**src/rtl/cmos_pkg.sv**
```systemverilog
// Shared state encoding, default timing and timer helpers for the CMOS sensor power sequencer.
package cmos_pkg;

  localparam int TMR_W = 20;

  localparam logic [2:0] ST_IDLE      = 3'd0;
  localparam logic [2:0] ST_PWDN_HOLD = 3'd1;
  localparam logic [2:0] ST_RST_HOLD  = 3'd2;
  localparam logic [2:0] ST_WAIT      = 3'd3;
  localparam logic [2:0] ST_READY     = 3'd4;

  localparam logic [TMR_W-1:0] T_PWDN_DEF = 20'd4096;
  localparam logic [TMR_W-1:0] T_RST_DEF  = 20'd4096;
  localparam logic [TMR_W-1:0] T_WAIT_DEF = 20'hffff0;

  // A zero-length hold still occupies its state for one cycle.
  function automatic logic [TMR_W-1:0] hold_len(input logic [TMR_W-1:0] n);
    return (n == 20'd0) ? 20'd1 : n;
  endfunction

endpackage

```
**src/rtl/cmos_seq_timer.sv**
```systemverilog
// Loadable 20-bit down-counter; saturates at zero, done while one or fewer cycles remain.
module cmos_seq_timer
  import cmos_pkg::*;
(
  input  logic             clk_i,
  input  logic             rst_i,
  input  logic             load_i,
  input  logic [TMR_W-1:0] load_val_i,
  output logic             done_o
);

  logic [TMR_W-1:0] cnt_q;
  logic [TMR_W-1:0] cnt_d;

  always_comb begin
    cnt_d = cnt_q;
    if (load_i) begin
      cnt_d = load_val_i;
    end else if (cnt_q != 20'd0) begin
      cnt_d = cnt_q - 20'd1;
    end else begin
      cnt_d = cnt_q;
    end
  end

  always_ff @(posedge clk_i) begin
    if (rst_i) begin
      cnt_q <= 20'd0;
    end else begin
      cnt_q <= cnt_d;
    end
  end

  assign done_o = (cnt_q <= 20'd1);

endmodule

```
**src/rtl/cmos_pwr_seq.sv**
```systemverilog
// CMOS camera power-up sequencer: PWDN hold, RESET# hold, settle, then ready.
// Optional CMOS_PWR_SEQ_AUTOSTART_EN: implicit start on the first edge after reset.
module cmos_pwr_seq
  import cmos_pkg::*;
#(
  parameter logic [TMR_W-1:0] T_PWDN = T_PWDN_DEF,
  parameter logic [TMR_W-1:0] T_RST  = T_RST_DEF,
  parameter logic [TMR_W-1:0] T_WAIT = T_WAIT_DEF
) (
  input  logic clk_i,
  input  logic rst_i,
  input  logic start_i,
  input  logic stop_i,
  output logic cam_pwdn_o,
  output logic cam_rst_n_o,
  output logic ready_o,
  output logic busy_o
);

  typedef enum logic [2:0] {
    S_IDLE      = ST_IDLE,
    S_PWDN_HOLD = ST_PWDN_HOLD,
    S_RST_HOLD  = ST_RST_HOLD,
    S_WAIT      = ST_WAIT,
    S_READY     = ST_READY
  } state_e;

  state_e           state_q, state_d;
  logic             pwdn_q, pwdn_d, rst_n_q, rst_n_d, ready_q, ready_d, busy_q, busy_d;
  logic             tmr_load, tmr_done, start_eff;
  logic [TMR_W-1:0] tmr_val;

`ifdef CMOS_PWR_SEQ_AUTOSTART_EN
  logic auto_q;

  always_ff @(posedge clk_i) begin
    if (rst_i) begin
      auto_q <= 1'b1;
    end else begin
      auto_q <= 1'b0;
    end
  end

  assign start_eff = start_i | auto_q;
`else
  assign start_eff = start_i;
`endif

  cmos_seq_timer u_timer (
    .clk_i      (clk_i),
    .rst_i      (rst_i),
    .load_i     (tmr_load),
    .load_val_i (tmr_val),
    .done_o     (tmr_done)
  );

  // Timer loads on the edge that enters a timed state, so it is valid in that state's first cycle.
  always_comb begin
    state_d  = state_q;
    tmr_load = 1'b0;
    tmr_val  = 20'd0;
    if (stop_i && (state_q != S_IDLE)) begin
      state_d = S_IDLE;
    end else begin
      case (state_q)
        S_IDLE: begin
          if (start_eff && !stop_i) begin
            state_d  = S_PWDN_HOLD;
            tmr_load = 1'b1;
            tmr_val  = hold_len(T_PWDN);
          end else begin
            state_d = S_IDLE;
          end
        end
        S_PWDN_HOLD: begin
          if (tmr_done) begin
            state_d  = S_RST_HOLD;
            tmr_load = 1'b1;
            tmr_val  = hold_len(T_RST);
          end else begin
            state_d = S_PWDN_HOLD;
          end
        end
        S_RST_HOLD: begin
          if (tmr_done) begin
            state_d  = S_WAIT;
            tmr_load = 1'b1;
            tmr_val  = hold_len(T_WAIT);
          end else begin
            state_d = S_RST_HOLD;
          end
        end
        S_WAIT: begin
          if (tmr_done) begin
            state_d = S_READY;
          end else begin
            state_d = S_WAIT;
          end
        end
        S_READY: state_d = S_READY;
        default: state_d = S_IDLE;
      endcase
    end

    case (state_d)
      S_IDLE:      {pwdn_d, rst_n_d, ready_d, busy_d} = 4'b1000;
      S_PWDN_HOLD: {pwdn_d, rst_n_d, ready_d, busy_d} = 4'b1001;
      S_RST_HOLD:  {pwdn_d, rst_n_d, ready_d, busy_d} = 4'b0001;
      S_WAIT:      {pwdn_d, rst_n_d, ready_d, busy_d} = 4'b0101;
      S_READY:     {pwdn_d, rst_n_d, ready_d, busy_d} = 4'b0110;
      default:     {pwdn_d, rst_n_d, ready_d, busy_d} = 4'b1000;
    endcase
  end

  always_ff @(posedge clk_i) begin
    if (rst_i) begin
      state_q <= S_IDLE;
      pwdn_q  <= 1'b1;
      rst_n_q <= 1'b0;
      ready_q <= 1'b0;
      busy_q  <= 1'b0;
    end else begin
      state_q <= state_d;
      pwdn_q  <= pwdn_d;
      rst_n_q <= rst_n_d;
      ready_q <= ready_d;
      busy_q  <= busy_d;
    end
  end

  assign cam_pwdn_o  = pwdn_q;
  assign cam_rst_n_o = rst_n_q;
  assign ready_o     = ready_q;
  assign busy_o      = busy_q;

endmodule

```
**config.mk**
```make
export PLATFORM = sky130hd
export DESIGN_NAME = cmos_pwr_seq
export DESIGN_NICKNAME = d
export VERILOG_FILES = /design/src/rtl/cmos_pkg.sv /design/src/rtl/cmos_seq_timer.sv /design/src/rtl/cmos_pwr_seq.sv
export SDC_FILE = /design/constraint.sdc
export NUM_CORES = 1
export LEC_CHECK = 0
export CORE_MARGIN = 2
export CORE_UTILIZATION = 35
export DETAILED_ROUTE_END_ITERATION = 12
export GPL_TIMING_DRIVEN = 0
export PLACE_DENSITY_LB_ADDON = 0.08
export SLEW_MARGIN = 20
export SYNTH_ARGS = -nofsm -noshare
export SYNTH_HDL_FRONTEND = slang
export SYNTH_SLANG_ARGS = --single-unit
```
**constraint.sdc**
```tcl
create_clock -name clk_i -period 2.15 [get_ports clk_i]
set_input_delay 0.645 -clock clk_i [delete_from_list [all_inputs] [get_ports clk_i]]
set_output_delay 0.645 -clock clk_i [all_outputs]
set_load 0.005 [all_outputs]
```
Word level (Yosys, flattened, before mapping)
Index checks and enable logic that the tools add are counted.
{"block": "totals", "wordCells": 48, "ff_bits": 27, "out_inout_bits": 4, "input_bits": 4}
{"block": "classes", "n_mux": 21, "eq_ne": 8, "order_cmp": 1, "n_addsub": 1, "n_reduce_logical": 11}
{"cell": "two-way mux 20 bit", "count": 4}
{"cell": "case mux 20 bit (3 select lines)", "count": 1}
{"cell": "two-way mux 13 bit", "count": 2}
{"cell": "less-or-equal comparator 20 x 1 -> 1 bit (second input constant)", "count": 1}
{"cell": "nonzero test 20 bit", "count": 1}
{"cell": "subtractor 20 x 1 -> 20 bit (second input constant)", "count": 1}
{"cell": "case mux 3 bit (5 select lines)", "count": 1}
{"cell": "== test 3 x 2 -> 1 bit (second input constant)", "count": 4}
{"cell": "two-way mux 1 bit", "count": 9}
{"cell": "== test 3 x 1 -> 1 bit (second input constant)", "count": 2}
{"cell": "== test 3 bit (second input constant)", "count": 2}
{"cell": "two-way mux 3 bit", "count": 2}
{"cell": "OR reduction 3 bit", "count": 2}
{"cell": "OR reduction 2 bit", "count": 2}
{"cell": "logical NOT 3 bit", "count": 1}
{"cell": "nonzero test 3 bit", "count": 1}
{"cell": "logical AND 1 bit", "count": 2}
{"cell": "two-way mux 2 bit", "count": 1}
{"cell": "case mux 1 bit (2 select lines)", "count": 1}
{"cell": "nonzero test 2 bit", "count": 1}
{"cell": "logical NOT 1 bit", "count": 1}

Logic depth before layout (Yosys ltp)
Gate-level depths: netlist (run 1).
{"block": "depth", "depth_word": 8, "ltp_mapped": 8, "ltp_nobuf": 7}

Cells and area by module
A second synthesis (run 1) with hierarchy kept.
{"block": "hier_totals", "hier_cells": 207, "hier_area_um2": 1639.1}
{"module": "cmos_seq_timer", "area_each_um2": 1297.5, "n_inst": 1, "cells_each": 172, "seq_area_each_um2": 400.4}
{"module": "cmos_pwr_seq", "area_each_um2": 341.6, "n_inst": 1, "cells_each": 35, "seq_area_each_um2": 140.1}

Least setup slack after synthesis (run 1)
Ideal clock, no wire load.
{"block": "synth_path", "path_kind": "flip-flop to flip-flop", "start": "reg u_timer.cnt_q[0]", "end": "reg u_timer.cnt_q[13]", "arrival_ns": 1.822, "slack_ns": 0.257, "path_stages_with_launch": 9, "n_path_buf": 1, "required_ns": 2.079, "period_less_slack_ns": 1.893, "setup_ns": 0.071, "path_cell_list": "dfxtp_1 > inv_1 > ha_1 > or2_2 > a41oi_1 > o31a_1 > clkbuf_1 > nand2_1 > a21oi_1"}
{"block": "synth_between", "elab_chain_cells": 5, "word_cells_on_any_way": 12, "cone_classes": "1 x add/sub; 1 x order compare; 8 x mux; 2 x reduce/logical"}
{"element": "from (decl)", "line_no": "cmos_seq_timer.sv:12", "rtl": "logic [TMR_W-1:0] cnt_q;"}
{"element": "from (signal assigned)", "line_no": "cmos_seq_timer.sv:30", "rtl": "cnt_q <= cnt_d;"}
{"element": "less-or-equal comparator 20 x 1 -> 1 bit", "line_no": "cmos_seq_timer.sv:34", "rtl": "assign done_o = (cnt_q <= 20'd1);"}
{"element": "two-way mux 20 bit / two-way mux 1 bit (equally long branches)", "line_no": "cmos_pwr_seq.sv:85, cmos_pwr_seq.sv:76"}
{"element": "case mux 20 bit (3 select lines) / case mux 1 bit (2 select lines) (equally long branches)", "line_no": "cmos_pwr_seq.sv:65", "rtl": "case (state_q)"}
{"element": "two-way mux 20 bit / two-way mux 1 bit (equally long branches)", "line_no": "cmos_pwr_seq.sv:62", "rtl": "if (stop_i && (state_q != S_IDLE)) begin"}
{"element": "two-way mux 20 bit / nonzero test 2 bit (equally long branches)"}
Several ways; a longest one is shown, not always the timed one. The select of a mux whose other input is x is not followed.
A chain may end at the register's enable or synchronous reset.

Worst setup path after layout (run 1)
{"block": "layout_path", "start": "reg u_timer.cnt_q[12]", "end": "reg u_timer.cnt_q[7]"}
The elaborated chain is that of the path after synthesis.

==> flow_summary.yaml, run 1 <==
run_status:
  status: "finished, final reports clean"
sta:
  max_freq_ghz: 0.489
  rsz0062_at_grt: "false"
  finalMaxSlewViolations: 0
  relSlewSlack: 0.541
  worst_pin_slew_ns: 0.682
  min_period_ns: 2.05
  clock_skew_ns: 0.00495
  hold_viol_final: 0
  timing.hold.ws_ns: 0.549
  setup_viol: 0
  period_share: 0.952
global_route:
  grt_pass1_vias: 1216
  grtUsageTotal: 0.153
  antenna_found_initial: 0
  overflow: 0
  grt_max_degree: 16
  grt_pass1_wl_microns: 5490
clock_tree:
  holdBufCountCts: 0
  ctsRootBufferMaster: "clkbuf_8"
  tritoncts: "done"
  cts_max_level: 1
  clockBufferDepth: 2
  cts_sinks: 27
  clk_pin_slew_ns: 0.10
  clock_latency_ns: 0.27
  cts_buffers: 3
place:
  gp_congestion: 0.788
  io_buffers: 7
  dpl_cell_area_sq_um: 1590
  dp_hpwl_microns: 2310
floorplanning:
  core_sq_um: 4000
  die_x_microns: 68.6
  io-pin-count: 8
  die_h_microns: 68.6
  rows: 23
  die_area_sq_um: 4700
  start_util: 0.365
cells_and_area:
  nFillCells: 395
  n_antenna_cell: 0
  fin_area_sq_um: 1680
  synthToLayoutAreaGrowth_pct: 15.4
  final_util: 0.421
  final_nets: 188
  drive_gt1_frac: 0.149
worst_setup_path:
  startpoint_type: "flip-flop"
  critical_path_class: "reg2reg"
  critical_path_required_ns: 2.30
  cp_max_fo: 10
  arrival_ns: 2.19
  end_kind: "flip-flop"
  reg2reg_depth: 6
detailed_routing:
  drtAntennaViolNets: 0
  viasPerCell: 5.18
  totalWireLength_microns: 3170
  vias: 1197
  drt_iter0_drc: 63
  firstDrtPassIters: 4
  drc: 0
  wl_per_cell_microns: 13.7
power_and_ir_drop:
  peakVddDrop_uv: 522
  power.leakage_nw: 0.591
  power_density_nw_per_um2: 1470
synth:
  synth_area_sq_um: 1460
  syn_inst: 168
  avgSynthCellArea_sq_um: 8.68
  ys_seq_elements: 27
  synth_nets: 174
  yosysSeqAreaShare: 0.370
  synth_warnings: 0
  post_synth_num_cell_types: 43
  synth_top_area_frac: 0.370
  synthTopCellsByArea: "dfxtp_1 37%, xnor2_1 8.4%, a21oi_1 5.5%"
  yosys.area.top_type: "dfxtp_1"
flow_run:
  maxCapViolCount: 0
worst_hold_path:
  worstHoldPathType: "reg2reg"
  hold_path_depth: 2
repair_timing:
item,CTS,global route
resized for setup,3,9
pin swaps,0,1
buffers inserted,0,2
endpoints found under the setup margin,13,14
per-stage QoR:
step,setup TNS (ns),power [mW],worst slack (ns),cells
after floorplan,0,1.86,0.257,168
after global placement,-3.17,2.09,-0.275,225
after detailed placement,-3.72,2.12,-0.318,225
after CTS,0,2.43,0.0200,229
after global routing,0,2.70,0.0108,231
final,0,2.47,0.103,231
cells in the final DEF, fill, tap and decap left out, drive strengths merged, types with 3 or more instances in the layout:
cell type | netlist | final
nand2b | 4 | 4
nand2 | 19 | 19
a21boi | 3 | 3
xnor2 | 14 | 14
nor4 | 8 | 8
dfxtp | 27 | 27
inv | 3 | 3
o21ai | 4 | 4
nor3 | 6 | 6
buf | 2 | 4
a211oi | 3 | 3
nor2 | 12 | 12
clkbuf | 5 | 8
o22ai | 3 | 3
nand4 | 5 | 5
a21oi | 16 | 16
nand3 | 6 | 6
xor2 | 4 | 4
clkdlybuf4s50 | 0 | 7
flip-flops by register name, summed over array words and instances (netlist names):
signal,count
cam_pwdn_o,1
cam_rst_n_o,1
u_timer.cnt_q,20
busy_o,1
ready_o,1
state_q,3
kinds of logic after synthesis:
kind of cell | synth area share
buffers and inverters | 0.0292
AND/OR/NAND/NOR | 0.318
flip-flops | 0.370
AO/OA/AOI/OAI | 0.150
XOR/XNOR | 0.108
adder cells (fa/ha/maj) | 0.0171
multiplexers | 0.00686
worst max-delay path, stage by stage, from the launching register on:
cell and delay (ns):
dfxtp_1 0.38, nor4_1 0.56, nand2_1 0.28, o31a_1 0.39, buf_4 0.19, nand2_1 0.07
a21oi_1 0.06
path summary, 6_finish.rpt:
check               startpoint                to  slack, ns
max reg2reg  u_timer.cnt_q[12]  u_timer.cnt_q[7]       0.10
min reg2reg   u_timer.cnt_q[1]  u_timer.cnt_q[1]       0.55
min           u_timer.cnt_q[1]  u_timer.cnt_q[1]       0.55
max          u_timer.cnt_q[12]  u_timer.cnt_q[7]       0.10
layer usage:
layer / GRT usage / part of all wire
met1: 0.214 / 0.51
met2: 0.244 / 0.46
met3: 0.0260 / 0.020
met4: 0.0400 / 0.0066
met5: 0 / 0
cell type report:
| type | count | area (sq um) | area share |
|---|---|---|---|
| clock buffer | 3 | 41.3 | 0.0245 |
| timing repair buffer | 9 | 85.1 | 0.0505 |
| tap | 50 | 62.6 | 0.0371 |
| buffer | 7 | 38.8 | 0.0230 |
| clock inverter | 1 | 5.00 | 0.00297 |
| sequential | 27 | 543 | 0.322 |
| inverter | 3 | 11.3 | 0.00669 |
| multi-input combinational | 131 | 897 | 0.533 |
synthesized netlist by cell type (all sizes together):
cell / instances
or4: 2
buf: 2
mux2i: 1
xnor2: 14
nor2b: 2
o31ai: 1
nor2: 12
nor4: 8
xor2: 4
o22ai: 3
a21boi: 3
o31a: 2
clkbuf: 5
inv: 3
or2: 1
a41oi: 1
or3: 2
nand3: 6
ha: 2
and2: 2
dfxtp: 27
nand4: 5
a21oi: 16
o21ai: 4
nand2: 19
o311ai: 1
a31oi: 1
a211oi: 3
nor3b: 2
nand3b: 2
nor3: 6
nand4b: 2
nand2b: 4
where the power goes:
| group | total, mW | internal [mW] | switching, mW |
|---|---|---|---|
| clock | 0.292 | 0.130 | 0.162 |
| combinational | 1.41 | 0.629 | 0.779 |
| sequential | 0.771 | 0.619 | 0.152 |
| total | 2.47 | 1.38 | 1.09 |
(Power assumes the default switching activity.)
==> run 2: changes to the inputs <==
CORE_UTILIZATION = 62   (was 35)
clock period = 2.5 ns   (was 2.15 ns; I/O delays follow)
==> run 2 against run 1 <==
Clock-buffer cell count unchanged. Sequential power shrank 16%. Core utilization is 30 points higher. Register-to-register slack better by 0.23 ns. Sequential share of layout area up 1.7 points. Design area shrank 5.4%. Via count is 5.6% higher. Highest routed layer unchanged. Largest power group unchanged.
==> flow_summary.yaml, run 2 (synthesized netlist as in run 1, its figures left out) <==
run_status:
  status: "finished, final reports clean"
cells_and_area:
  largest_reg_flops: 20
  fin_area_sq_um: 1590
  layout_commonest_cell: "dfxtp_1"
  mostFrequentLayoutCells: "27 x dfxtp_1, 18 x nand2_1, 16 x a21oi_1, 14 x xnor2_1, 12 x nor2_1"
  drive_gt1_frac: 0.106
  final_util: 0.720
  nFillCells: 190
  n_antenna_cell: 0
  top_regs: "u_timer.cnt_q x20, state_q x3"
  final_nets: 186
  synthToLayoutAreaGrowth_pct: 9.18
  regMostFlops: "u_timer.cnt_q"
power_and_ir_drop:
  power.leakage_nw: 0.562
  power_frac_seq: 0.320
  p_int_mw: 1.10
  power.clock.fraction: 0.095
  swShare: 0.459
  p_comb_frac: 0.584
  peakVddDrop_uv: 930
  total_power_mw: 2.03
  power_density_nw_per_um2: 1280
  power_switching_mw: 0.935
worst_setup_path:
  critical_path_required_ns: 2.77
  arrival_ns: 2.47
  reg2reg_depth: 8
  reg2reg_slack_ns: 0.33
  crit_slowest_cell: "clkdlybuf4s50_1"
  critical_path_class: "in2reg"
  end_kind: "flip-flop"
  r2r_start: "u_timer.cnt_q[0]"
  cp_max_fo: 10
  crit_chain: "clkdlybuf4s50_1, nor2_1, a31oi_1, nor3_1, nand4_2, buf_2, a21oi_1"
  reg2reg_to: "u_timer.cnt_q[5]"
  worst_path_largest_cell_delay_ns: 0.46
  startpoint_type: "input port"
flow_run:
  maxCapViolCount: 0
floorplanning:
  die_x_microns: 52.5
  die_area_sq_um: 2760
  core_sq_um: 2210
  io-pin-count: 8
  start_util: 0.660
  die_h_microns: 52.5
  rows: 17
detailed_routing:
  drt_iter0_drc: 35
  wl_per_cell_microns: 14.6
  drc: 0
  vias: 1264
  viasPerCell: 6.11
  totalWireLength_microns: 3010
  firstDrtPassIters: 4
  drtAntennaViolNets: 0
place:
  dp_hpwl_microns: 2180
  dpl_cell_area_sq_um: 1560
  gp_congestion: 0.806
  pre_cts_ws_ns: -0.00601
  io_buffers: 7
sta:
  timing.hold.ws_ns: 0.540
  clock_skew_ns: 0.00133
  min_period_ns: 2.20
  finalMaxSlewViolations: 0
  period_share: 0.880
  setup_viol: 0
  max_freq_ghz: 0.454
  hold_viol_final: 0
  relSlewSlack: 0.536
  worst_pin_slew_ns: 0.690
  worst_slack_ns: 0.300
  rsz0062_at_grt: "false"
worst_hold_path:
  hold_end: "u_timer.cnt_q[3]"
  hp-start: "u_timer.cnt_q[3]"
  worstHoldPathType: "reg2reg"
  hold_path_depth: 2
clock_tree:
  clockBufferDepth: 2
  holdBufCountCts: 0
  clk_pin_slew_ns: 0.15
  cts_sinks: 27
  ctsRootBufferMaster: "clkbuf_4"
  cts_max_level: 1
  tritoncts: "done"
  clock_latency_ns: 0.32
  cts_buffers: 3
global_route:
  grt_pass1_vias: 1182
  grtUsageTotal: 0.251
  antenna_found_initial: 0
  grt_pass1_wl_microns: 5170
  grt_max_degree: 16
  overflow: 0
[run 2: cell types whose count changed in the layout (fill, tap and decap cells not counted), moves of 2 or more]
cell      before  now
buf_4          4    1
clkbuf_4       1    3
clkbuf_8       3    0
dfxtp_1       25   27
dfxtp_2        2    0
[run 2: timing repair]
| action | CTS | global route |
|---|---|---|
| gates resized for setup | 0 | 2 |
| hold endpoints to repair | 0 | 0 |
| setup buffers | 0 | 0 |
| endpoints found under the setup margin | 0 | 6 |
[run 2: routing by layer]
metal / share of wire / up-vias / track usage
li1: - / 627 / -
met1: 0.46 / 601 / 0.324
met2: 0.49 / 32 / 0.438
met3: 0.041 / 4 / 0.0257
met4: 0.0090 / 0 / 0.0726
met5: 0 / - / 0
[run 2: stage by stage]
step | TNS, ns | std cells
final | 0 | 207
after floorplan | 0 | 168
after global placement | 0 | 203
after CTS | 0 | 207
after detailed placement | -0.00601 | 203
after global routing | 0 | 207
[run 2: worst max-delay path: cells and delay by family]
kind                   cells  cell delay (ns)
AOI/OAI and AO/OA          2             0.26
buffers and inverters      2             0.72
and+or+nand+nor            3             0.74
[run 2: layout make-up]
type | instances | area, sq um | share of cell area
plain buffers | 7 | 32.5 | 0.0204
flip-flops and latches | 27 | 541 | 0.339
inverters | 3 | 11.3 | 0.00707
clock buffers | 3 | 22.5 | 0.0141
repair buffers | 7 | 70.1 | 0.0440
well taps | 28 | 35.0 | 0.0220
multi-input cells | 131 | 876 | 0.550
clock inverters | 1 | 5.00 | 0.00314
[run 2: worst max-delay path by stage]
stage | startpoint | end | slack, ns | cells past startpoint
3_3_place_gp | stop_i | u_timer.cnt_q[4] | 0.02 | 7
4_1_cts | u_timer.cnt_q[0] | u_timer.cnt_q[9] | 0.22 | 8
3_5_place_dp | stop_i | u_timer.cnt_q[9] | -0.006 | 7
2_1_floorplan | u_timer.cnt_q[0] | u_timer.cnt_q[13] | 0.61 | 8
6_report | stop_i | u_timer.cnt_q[9] | 0.30 | 7
5_1_grt | u_timer.cnt_q[0] | u_timer.cnt_q[7] | 0.11 | 8
[run 2: power by group through the flow]
stage,Combinational (mW),Clock (mW),Sequential [mW]
after floorplan,0.969,0,0.634
after global placement,1.12,0,0.651
after detailed placement,1.17,0,0.659
after CTS,1.18,0.195,0.648
after global routing,1.34,0.211,0.662
final,1.19,0.194,0.651
